[config.mk]
export PLATFORM = sky130hd
export DESIGN_NAME = contador_ctrl
export DESIGN_NICKNAME = d
export VERILOG_FILES = /design/src/rtl/contador_ctrl_pkg.sv /design/src/rtl/contador_ctrl_btn_debounce.sv /design/src/rtl/contador_ctrl.sv
export SDC_FILE = /design/constraint.sdc
export NUM_CORES = 1
export LEC_CHECK = 0
export CORE_UTILIZATION = 55
export CTS_BUF_LIST = sky130_fd_sc_hd__clkbuf_2 sky130_fd_sc_hd__clkbuf_4 sky130_fd_sc_hd__clkbuf_8
export DETAILED_ROUTE_END_ITERATION = 6
export GPL_ROUTABILITY_DRIVEN = 1
export PLACE_DENSITY = 0.81
export REMOVE_ABC_BUFFERS = 1
export SETUP_SLACK_MARGIN = 0.02
export SYNTH_ARGS = -nofsm -noshare
export SYNTH_HDL_FRONTEND = slang
export SYNTH_SLANG_ARGS = --single-unit
[constraint.sdc]
create_clock -name clk -period 3.4 [get_ports clk]
set_clock_uncertainty 0.2 [all_clocks]
set_input_delay 0.34 -clock clk [delete_from_list [all_inputs] [get_ports clk]]
set_output_delay 0.34 -clock clk [all_outputs]
set_load 0.01 [all_outputs]
[src/rtl/contador_ctrl_pkg.sv]
// Shared definitions for the counter control stage.
//   state_t     : run-control FSM encoding (IDLE 00, RUN 01, PAUSE 10; 11 unused)
//   DB_MS       : default debounce time in milliseconds
//   SYNC_STAGES : depth of the per-button input synchroniser
package contador_ctrl_pkg;

    typedef enum logic [1:0] {
        ST_IDLE  = 2'b00,
        ST_RUN   = 2'b01,
        ST_PAUSE = 2'b10
    } state_t;

    localparam int DB_MS       = 10;
    localparam int SYNC_STAGES = 2;

endpackage

[src/rtl/contador_ctrl_btn_debounce.sv]
// Per-button conditioning: 2-FF synchroniser, debounce counter, rising-edge detect.
// Ports:
//   clk   in  system clock
//   rst_n in  asynchronous active-low reset
//   raw   in  raw active-high button, asynchronous to clk
//   press out one-cycle pulse for each accepted rising level
module btn_debounce
    import contador_ctrl_pkg::*;
#(
    parameter int DB_CYCLES = 4
) (
    input  logic clk,
    input  logic rst_n,
    input  logic raw,
    output logic press
);

    localparam int CW = $clog2(DB_CYCLES);

    logic [SYNC_STAGES-1:0] sync_ff;
    logic                   sync;
    logic                   stable;
    logic                   stable_d;
    logic [CW-1:0]          cnt;

    assign sync = sync_ff[SYNC_STAGES-1];

    // NOTE: sequential state uses non-blocking assignments so every flop samples
    // pre-edge values; blocking here would collapse the synchroniser chain.
    always_ff @(posedge clk or negedge rst_n) begin
        if (!rst_n) begin
            sync_ff  <= '0;
            stable   <= 1'b0;
            stable_d <= 1'b0;
            cnt      <= '0;
        end else begin
            sync_ff  <= {sync_ff[SYNC_STAGES-2:0], raw};
            stable_d <= stable;
            if (sync == stable) begin
                cnt <= '0;
            end else if (cnt == CW'(DB_CYCLES - 1)) begin
                // Level has differed for DB_CYCLES consecutive cycles: accept it.
                stable <= sync;
                cnt    <= '0;
            end else begin
                cnt <= cnt + CW'(1);
            end
        end
    end

    // Releases update stable too, but only the rising level produces a pulse.
    assign press = stable & ~stable_d;

endmodule

[src/rtl/contador_ctrl.sv]
// Run-control stage for the 0-99 counter: conditions three buttons and drives
// the counter's enable, clear and direction inputs.
// Ports:
//   clk            in   system clock
//   rst_n          in   asynchronous active-low reset
//   btn_start_stop in   raw button: IDLE->RUN, RUN<->PAUSE
//   btn_clear      in   raw button: any state -> IDLE with a clear pulse
//   btn_dir        in   raw button: toggles count direction
//   count_en       out  1 while in RUN
//   count_clr      out  registered one-cycle clear pulse
//   count_up       out  1 = up, 0 = down
//   run_state      out  FSM state (00 IDLE, 01 RUN, 10 PAUSE)
module contador_ctrl
    import contador_ctrl_pkg::*;
#(
    parameter int CLK_FREQ  = 50_000_000,
    parameter int DB_CYCLES = CLK_FREQ / 1000 * DB_MS
) (
    input  logic       clk,
    input  logic       rst_n,
    input  logic       btn_start_stop,
    input  logic       btn_clear,
    input  logic       btn_dir,
    output logic       count_en,
    output logic       count_clr,
    output logic       count_up,
    output logic [1:0] run_state
);

    logic   ss_press;
    logic   clr_press;
    logic   dir_press;
    state_t state;

    btn_debounce #(.DB_CYCLES(DB_CYCLES)) u_db_start_stop (
        .clk   (clk),
        .rst_n (rst_n),
        .raw   (btn_start_stop),
        .press (ss_press)
    );

    btn_debounce #(.DB_CYCLES(DB_CYCLES)) u_db_clear (
        .clk   (clk),
        .rst_n (rst_n),
        .raw   (btn_clear),
        .press (clr_press)
    );

    btn_debounce #(.DB_CYCLES(DB_CYCLES)) u_db_dir (
        .clk   (clk),
        .rst_n (rst_n),
        .raw   (btn_dir),
        .press (dir_press)
    );

    assign run_state = state;

    // count_en is written alongside every state change so it always equals
    // (state == ST_RUN) without a combinational decode on the output.
    always_ff @(posedge clk or negedge rst_n) begin
        if (!rst_n) begin
            state     <= ST_IDLE;
            count_en  <= 1'b0;
            count_clr <= 1'b0;
            count_up  <= 1'b1;
        end else begin
            count_clr <= clr_press;
            if (dir_press) begin
                count_up <= ~count_up;
            end

            // Clear has priority over a simultaneous start/stop press.
            if (clr_press) begin
                state    <= ST_IDLE;
                count_en <= 1'b0;
            end else begin
                case (state)
                    ST_IDLE: begin
                        if (ss_press) begin
                            state    <= ST_RUN;
                            count_en <= 1'b1;
                        end
                    end
                    ST_RUN: begin
                        if (ss_press) begin
                            state    <= ST_PAUSE;
                            count_en <= 1'b0;
                        end
                    end
                    ST_PAUSE: begin
                        if (ss_press) begin
                            state    <= ST_RUN;
                            count_en <= 1'b1;
                        end
                    end
                    default: begin
                        // Unused encoding 11 recovers to IDLE.
                        state    <= ST_IDLE;
                        count_en <= 1'b0;
                    end
                endcase
            end
        end
    end

endmodule
### Word-level counts from Yosys, hierarchy flattened

Index checks and enable logic that the tools add are counted.

| cells by class | value |
|---|---|
| add/sub/neg operators | 3 |
| equal/unequal tests | 10 |
| mux-type cells | 14 |
| bitwise gates (word level) | 10 |
| reductions and logical operators | 6 |

Operator list:

| kind | count |
|---|---|
| 19-bit 2-to-1 mux | 6 |
| 19-bit by 1-bit adder with 19-bit output, second input constant | 3 |
| 19-bit == test, second input constant | 3 |
| 2-bit AND reduction | 4 |
| 1-bit NOT | 7 |
| 2-bit 2-to-1 mux | 3 |
| 2-bit one-hot mux with 2 select lines | 1 |
| 1-bit AND | 3 |
| 1-bit == test | 3 |
| 1-bit 2-to-1 mux | 3 |
| 3-bit by 1-bit != test with 1-bit output, second input constant | 1 |
| 3-bit != test, second input constant | 1 |
| 2-bit by 1-bit == test with 1-bit output, second input constant | 1 |
| 2-bit == test, second input constant | 1 |
| 2-bit logical NOT | 1 |
| 1-bit one-hot mux with 2 select lines | 1 |
| 2-bit OR reduction | 1 |

| storage, ports and cells | value |
|---|---|
| register bits after elaboration | 74 |
| input bits | 5 |
| output and inout bits | 5 |
| word-level logic and storage cells | 59 |

### Logic depth before layout (Yosys ltp)

Gate-level depths: netlist (run 1).

| depth | value |
|---|---|
| depth after elaboration | 5 |
| mapped depth | 7 |
| depth with buffers taken out | 5 |

### By module

Synthesis (run 1) repeated with hierarchy kept, for this count alone.

| second synthesis, totals | value |
|---|---|
| cells, all modules | 333 |
| area, all modules | 3492.1 um2 |

By module, submodules not included:

| module | instances | cells each | area an instance (um2) | seq. area each (um2) |
|---|---|---|---|---|
| btn_debounce | 3 | 107 | 1111.1 | 575.6 |
| contador_ctrl | 1 | 12 | 158.9 | 101.3 |

### Worst setup path before layout (run 1)

OpenSTA, ideal clock, no wires.

| timing path | value |
|---|---|
| kind | register to register |
| start point | reg u_db_dir.cnt[7] |
| end point | reg u_db_dir.stable |
| setup time | 0.125 ns |
| arrival | 1.871 ns |
| required time | 3.075 ns |
| slack | 1.204 ns |
| cell stages (with the launch flop) | 5 |
| path buffers | 0 |
| period minus slack after synthesis | 2.196 ns |
| path through | dfrtp_1 -> or4b_1 -> or4_4 -> nor2_1 -> mux2_2 |

| on the way | value |
|---|---|
| word-level cells in the longest chain between the ends | 2 |

Ends and longest elaborated chain:

| item | line | text |
|---|---|---|
| start, declared | contador_ctrl_btn_debounce.sv:24 | `logic [CW-1:0] cnt;` |
| start signal, assigned | contador_ctrl_btn_debounce.sv:46 | `cnt <= cnt + CW'(1);` |
| 19-bit == test | contador_ctrl_btn_debounce.sv:41 | `end else if (cnt == CW'(DB_CYCLES - 1)) begin` |
| 2-bit AND reduction (no line) | - |  |
| end signal, assigned | contador_ctrl_btn_debounce.sv:43 | `stable <= sync;` |
| end, declared | contador_ctrl_btn_debounce.sv:22 | `logic stable;` |

No other way between the ends.
A chain may end at the register's enable or synchronous reset.

### Final worst setup path (run 1)

| timing path | value |
|---|---|
| start point | reg u_db_clear.cnt[0] |
| end point | reg u_db_clear.cnt[5] |

| on the way | value |
|---|---|
| word-level cells in the longest chain between the ends | 3 |
| elaborated cells between the ends (all ways) | 4 |
| those cells by class | 1 x add/sub; 1 x eq/ne; 2 x mux |

Ends and longest elaborated chain:

| item | line | text |
|---|---|---|
| start, declared | contador_ctrl_btn_debounce.sv:24 |  |
| start signal, assigned | contador_ctrl_btn_debounce.sv:46 |  |
| 19-bit by 1-bit adder with 19-bit output / 19-bit == test (equally long branches) | contador_ctrl_btn_debounce.sv:46, contador_ctrl_btn_debounce.sv:41 |  |
| 19-bit 2-to-1 mux * | contador_ctrl_btn_debounce.sv:41 |  |
| 19-bit 2-to-1 mux * | contador_ctrl_btn_debounce.sv:39 | `if (sync == stable) begin` |

Mark *: on every way between the ends. The rest lies on a longest branch, timed or not.

==> flow_metrics.env, run 1 <==
export IMPL_status="completed"
export IMPL_yosysSeqAreaShare_pct=54.1
export IMPL_grt_pass1_vias=2365
export IMPL_critical_path_class="flop to flop"
export IMPL_power_density_mw_per_mm2=438
export IMPL_start_kind="flop"
export IMPL_layout_nets=337
export IMPL_synth_avg_cell_area_um2=10.6
export IMPL_grt_start_max_net_pins=74
export IMPL_slew_violations=0
export IMPL_h_tree_depth=3
export IMPL_routed_wl_mm=5.77
export IMPL_gr_total_overflow=0
export IMPL_io_pins=10
export IMPL_cts_tree="yes"
export IMPL_antenna_found_initial=0
export IMPL_yosysMostFrequentCell="dfrtp_1"
export IMPL_fmax_mhz=431
export IMPL_max_cap_violations=0
export IMPL_gp_congestion=0.777
export IMPL_numCtsBuffers=9
export IMPL_drt_first_pass_iters=6
export IMPL_grt_setup_unrepaired="false"
export IMPL_synth_cell_types=38
export IMPL_period_minus_slack_ps=2320
export IMPL_reg2reg_from="u_db_clear.cnt[0]"
export IMPL_area_growth_pct=9.81
export IMPL_crit_start="u_db_clear.cnt[0]"
export IMPL_multi_input_area_mm2=0.00147
export IMPL_synth_edf_count=0
export IMPL_grt_util_all_layers_pct=20.7
export IMPL_setup_violations=0
export IMPL_p_leak_nw=1.54
export IMPL_required_ps=3400
export IMPL_yosys_warnings=0
export IMPL_clock_latency_ps=350
export IMPL_grt_first_pass_wirelength_mm=10.1
export IMPL_drc=0
export IMPL_worstMarginPinSlew_ps=886
export IMPL_cts_hold_buf=0
export IMPL_hold_viol_final=0
export IMPL_fin_hold_ws_ps=1.80
export IMPL_vias_per_cell=5.83
export IMPL_netlist_top_cells_count="72 x dfrtp_1, 49 x nor2_1, 28 x xor2_1"
export IMPL_fin_crit_sh_pct=68.3
export IMPL_worst_endpoint_arrival_ps=2320
export IMPL_postSynth_asyncResetShare_pct=100
export IMPL_num_rows=28
export IMPL_antenna_cells=0
export IMPL_synth_area_leaders="dfrtp_1 53%, xor2_1 7.3%, nor2_1 5.4%, nand4_1 4.3%, xnor2_1 3.9%"
export IMPL_dp_hpwl_mm=3.85
export IMPL_relSlewSlack_pct=41.0
export IMPL_slowest_stage="o21ai_2"
export IMPL_layout_drive_gt1_share_pct=9.28
export IMPL_port_buffers=9
export IMPL_synth_ff_type="dfrtp_1"
export IMPL_ys_ff_latch=73
export IMPL_fin_setup_tns_ps=0
export IMPL_synth_area_mm2=0.00338
export IMPL_cts_buffer_depth=2
export IMPL_ctsResizeCount=0
export IMPL_fillCellCount=474
export IMPL_regArea_mm2=0.00183
export IMPL_critPathMaxFanout=18
export IMPL_clkSinkCount=73
export IMPL_ant_nets=0
export IMPL_cts_setup_buffers=0
export IMPL_wire_per_inst_um=14.1
export IMPL_synth_top_area_share_pct=53.3
export IMPL_die_y_um=80.4
export IMPL_die_area_mm2=0.00646
export IMPL_path_clk_slew_ps=80
export IMPL_syn_instance_count=318
export IMPL_yosysTopAreaCell="dfrtp_1"
export IMPL_cp_num_buf_inv=0
export IMPL_holdCritPathClass="input port to async pin"
export IMPL_vias=2384
export IMPL_drt_iter0_drc=125
export IMPL_path_cells="ha_1 > and4_1 > nand4_1 > o21ai_2 > nor2_1"
export IMPL_initial_core_util_pct=57.1
export IMPL_core_mm2=0.00592
export IMPL_slowest_delay_ps=650
export IMPL_die_width_um=80.4
export IMPL_path_delay_family="simple AND/OR/NAND/NOR gates"
export IMPL_cp_end_kind="flop"
export IMPL_vdd_ir_drop_max_mv=0.238
export IMPL_cts_root_buf="clkbuf_8"
worst register-to-register path: stages, from the launching register on:
cell and delay (ps):
dfrtp_1 390, ha_1 220, and4_1 370, nand4_1 220, o21ai_2 650, nor2_1 130
report_power, final:
| part | internal [mW] | total [mW] | leakage, nW | switching, mW |
|---|---|---|---|---|
| sequential | 0.880 | 0.891 | 0.995 | 0.0113 |
| clock | 0.345 | 0.684 | 0.0960 | 0.340 |
| combinational | 0.0152 | 0.0507 | 0.453 | 0.0356 |
kinds of logic after synthesis:
family,after synthesis,synth area share (%)
flops,73,54.1
compound gates,28,5.33
mux,4,1.33
xor+xnor,43,11.1
simple gates,151,24.6
fa+ha+maj,3,1.11
buf+inv,16,2.41
cells in the final DEF (no fill, tap or decap), types with 2 or more instances in the layout:
cell / synthesis / layout
nor4b_1: 2 / 2
or4_1: 5 / 5
dfrtp_1: 72 / 72
clkbuf_8: 0 / 9
or4_4: 2 / 2
mux2_2: 4 / 4
or4b_1: 3 / 3
o31ai_1: 3 / 3
nor2_1: 49 / 49
nand2_1: 13 / 13
nor4_1: 5 / 5
xor2_1: 28 / 28
inv_1: 6 / 6
and3_1: 4 / 4
clkinvlp_4: 0 / 2
nand3_1: 16 / 16
and4_1: 8 / 8
ha_1: 3 / 3
or3_1: 8 / 8
nand4_1: 23 / 23
clkinv_4: 0 / 3
nor2b_1: 2 / 2
clkdlybuf4s50_1: 0 / 8
nand2b_1: 3 / 3
and2_1: 3 / 3
xnor2_1: 15 / 15
o21ai_0: 9 / 9
a21oi_1: 12 / 12
per-layer routing:
metal	part of all wire [%]	up-vias	wire length (um)	global-route usage [%]
met1	48	1174	2760	25.1
met4	2.5	0	144	13.4
met2	47	53	2680	33.7
met5	0	-	0	0
li1	-	1144	-	-
met3	3.1	13	177	3.75
per-stage QoR:
stage / setup WS, ps / total power, mW / cells / area, um^2 / utilization (%)
finish: 1080 / 1.63 / 409 / 3710 / 62.7
global route: 884 / 1.69 / 409 / 3710 / 62.7
CTS: 1060 / 1.64 / 409 / 3710 / 62.7
detailed placement: 1070 / 0.960 / 393 / 3510 / 59.2
global placement: 1110 / 0.958 / 393 / 3510 / 59.2
floorplan: 1200 / 0.930 / 308 / 3320 / -
flip-flops by register name, summed over array words and instances (netlist names), 2 cells and up:
register,cells
u_db_start_stop.cnt,19
u_db_clear.sync_ff,2
u_db_dir.cnt,19
u_db_dir.sync_ff,2
u_db_start_stop.sync_ff,2
u_db_clear.cnt,19
path summary, 6_finish.rpt:
check,endpoint,slack [ps],cells past startpoint
worst max-delay path,u_db_clear.cnt[5],1080,5
worst min-delay path,u_db_start_stop.cnt[17],2,2
worst max register to register,u_db_clear.cnt[5],1080,5
worst min register to register,u_db_start_stop.sync_ff[1],180,0
max in group asynchronous,u_db_clear.cnt[15],2430,2
min in group clk,u_db_start_stop.sync_ff[1],180,0
final cells by class:
cell class / instances / share of cell area, %
tap: 75 / 2.53
clock inverter: 7 / 2.16
clock buffer: 9 / 3.34
inverter: 6 / 0.607
multi-input combinational: 229 / 39.6
sequential: 73 / 49.3
timing repair buffer: 10 / 2.50
Power figures use the tool's default switching activity.
==> run 2, diff against run 1 <==
- clock period: 3.4 -> 2.35 ns (I/O delays scaled with it)
==> flow_metrics.env, run 2 (synthesis results as in run 1) <==
export IMPL_status="completed"
export IMPL_die_width_um=80.4
export IMPL_relSlewSlack_pct=63.9
export IMPL_cts_buffer_depth=2
export IMPL_reg_top3="u_db_clear.cnt x19, u_db_dir.cnt x19, u_db_start_stop.cnt x19"
export IMPL_start_kind="flop"
export IMPL_fin_setup_tns_ps=0
export IMPL_worst_endpoint_arrival_ps=2330
export IMPL_vias=2405
export IMPL_final_common_cell="dfrtp_1"
export IMPL_ctsResizeCount=0
export IMPL_grt_setup_unrepaired="false"
export IMPL_grt_util_all_layers_pct=21.2
export IMPL_max_cap_violations=0
export IMPL_worstMarginPinSlew_ps=536
export IMPL_fin_area_mm2=0.00383
export IMPL_wire_per_inst_um=14.4
export IMPL_slowest_stage="or4_4"
export IMPL_vdd_ir_drop_max_mv=0.431
export IMPL_multi_input_area_mm2=0.00147
export IMPL_gp_congestion=0.854
export IMPL_period_minus_slack_ps=2290
export IMPL_slew_violations=0
export IMPL_hold_viol_final=0
export IMPL_required_ps=2390
export IMPL_power_density_mw_per_mm2=616
export IMPL_p_comb_share_pct=3.6
export IMPL_h_tree_depth=3
export IMPL_vias_per_cell=5.71
export IMPL_critical_path_class="flop to flop"
export IMPL_switching_power_mw=0.533
export IMPL_drc=0
export IMPL_path_clk_slew_ps=80
export IMPL_layout_drive_gt1_share_pct=12.1
export IMPL_p_leak_nw=1.62
export IMPL_drt_first_pass_iters=4
export IMPL_cp_end_kind="flop"
export IMPL_fmax_mhz=437
export IMPL_cts_root_buf="clkbuf_8"
export IMPL_critPathMaxFanout=5
export IMPL_regArea_mm2=0.00183
export IMPL_grt_first_pass_wirelength_mm=10.2
export IMPL_drt_iter0_drc=175
export IMPL_intPower_mw=1.83
export IMPL_path_delay_family="simple AND/OR/NAND/NOR gates"
export IMPL_num_rows=28
export IMPL_power_frac_clock_pct=41.7
export IMPL_routed_wl_mm=6.07
export IMPL_core_mm2=0.00592
export IMPL_grt_start_max_net_pins=74
export IMPL_p_total_mw=2.36
export IMPL_area_growth_pct=13.3
export IMPL_p_seq_share_pct=54.7
export IMPL_slowest_delay_ps=550
export IMPL_setup_violations=0
export IMPL_path_cells="or4b_1 > or4_4 > nor2_1 > mux2_2"
export IMPL_dp_hpwl_mm=4.03
export IMPL_fin_crit_sh_pct=97.4
export IMPL_fillCellCount=434
export IMPL_holdCritPathClass="input port to flop"
export IMPL_sw_frac_of_total_pct=22.6
export IMPL_clkSinkCount=73
export IMPL_pre_cts_ws_ps=85.6
export IMPL_layout_common_cells="72 x dfrtp_1, 49 x nor2_1, 28 x xor2_1"
export IMPL_ant_nets=0
export IMPL_die_y_um=80.4
export IMPL_placed_cell_area_mm2=0.00361
export IMPL_cts_tree="yes"
export IMPL_fin_ws_ps=60.4
export IMPL_antenna_found_initial=0
export IMPL_die_area_mm2=0.00646
export IMPL_port_buffers=9
export IMPL_cp_num_buf_inv=0
export IMPL_layout_nets=349
export IMPL_numCtsBuffers=9
export IMPL_gr_total_overflow=0
export IMPL_antenna_cells=0
export IMPL_io_pins=10
export IMPL_initial_core_util_pct=57.1
export IMPL_clock_latency_ps=350
export IMPL_grt_pass1_vias=2308
## run 2: cell count changes in the layout (fill, tap and decap cells not counted), sizes merged
cell	before	now
inv	7	6
buf	2	13
clkbuf	9	10
dlygate4sd3	0	1
## run 2: stage by stage
step	hold WS [ps]	cells	util (%)
3_5_place_dp	90.9	403	60.9
4_1_cts	105	420	64.5
5_1_grt	119	421	64.7
3_3_place_gp	92.1	403	60.9
6_report	113	421	64.7
2_1_floorplan	-261	308	-
## run 2: cell type report
class | instances | area share (%)
multi-input combinational | 229 | 38.4
timing repair buffer | 22 | 5.49
sequential | 73 | 47.7
clock inverter | 6 | 1.76
tap | 75 | 2.45
inverter | 6 | 0.588
clock buffer | 10 | 3.59
## run 2: power groups by stage
stage                     Sequential [mW]  Clock [mW]  Combinational (mW)
final                                1.29       0.984              0.0856
after global routing                 1.29        1.05              0.0997
after CTS                            1.29        1.00              0.0884
after detailed placement             1.31           0              0.0868
after global placement               1.31           0              0.0861
after floorplan                      1.31           0              0.0351
## run 2: repair_timing
item                                    4_1_cts  5_1_grt
endpoints found under the setup margin        0        1
hold endpoints to repair                     72        0
hold buffers                                  1        0
buffers inserted                              0        1
## run 2: per-layer routing
metal  track usage [%]  vias up  share of wire [%]
li1                  -     1171                  -
met1              27.4     1150                 46
met2              32.9       68                 47
met3              4.55       16                4.4
met4              12.7        0                2.7
met5                 0        -                  0
## run 2: final timing paths
check	startpoint	slack, ps	end	cells after the start
max	u_db_dir.cnt[7]	60	u_db_dir.stable	4
min	btn_dir	110	u_db_dir.sync_ff[0]	1
max reg2reg	u_db_dir.cnt[7]	60	u_db_dir.stable	4
min reg2reg	u_db_clear.sync_ff[0]	150	u_db_clear.sync_ff[1]	0
max in group asynchronous	rst_n	1370	count_up	3
min in group asynchronous	rst_n	250	u_db_start_stop.cnt[15]	3
==> run 3, diff against run 2 <==
- CAP_MARGIN: default -> 25
==> results of run 3 <==
Same layout as run 2: the final DEF is identical, and so are final timing and power.
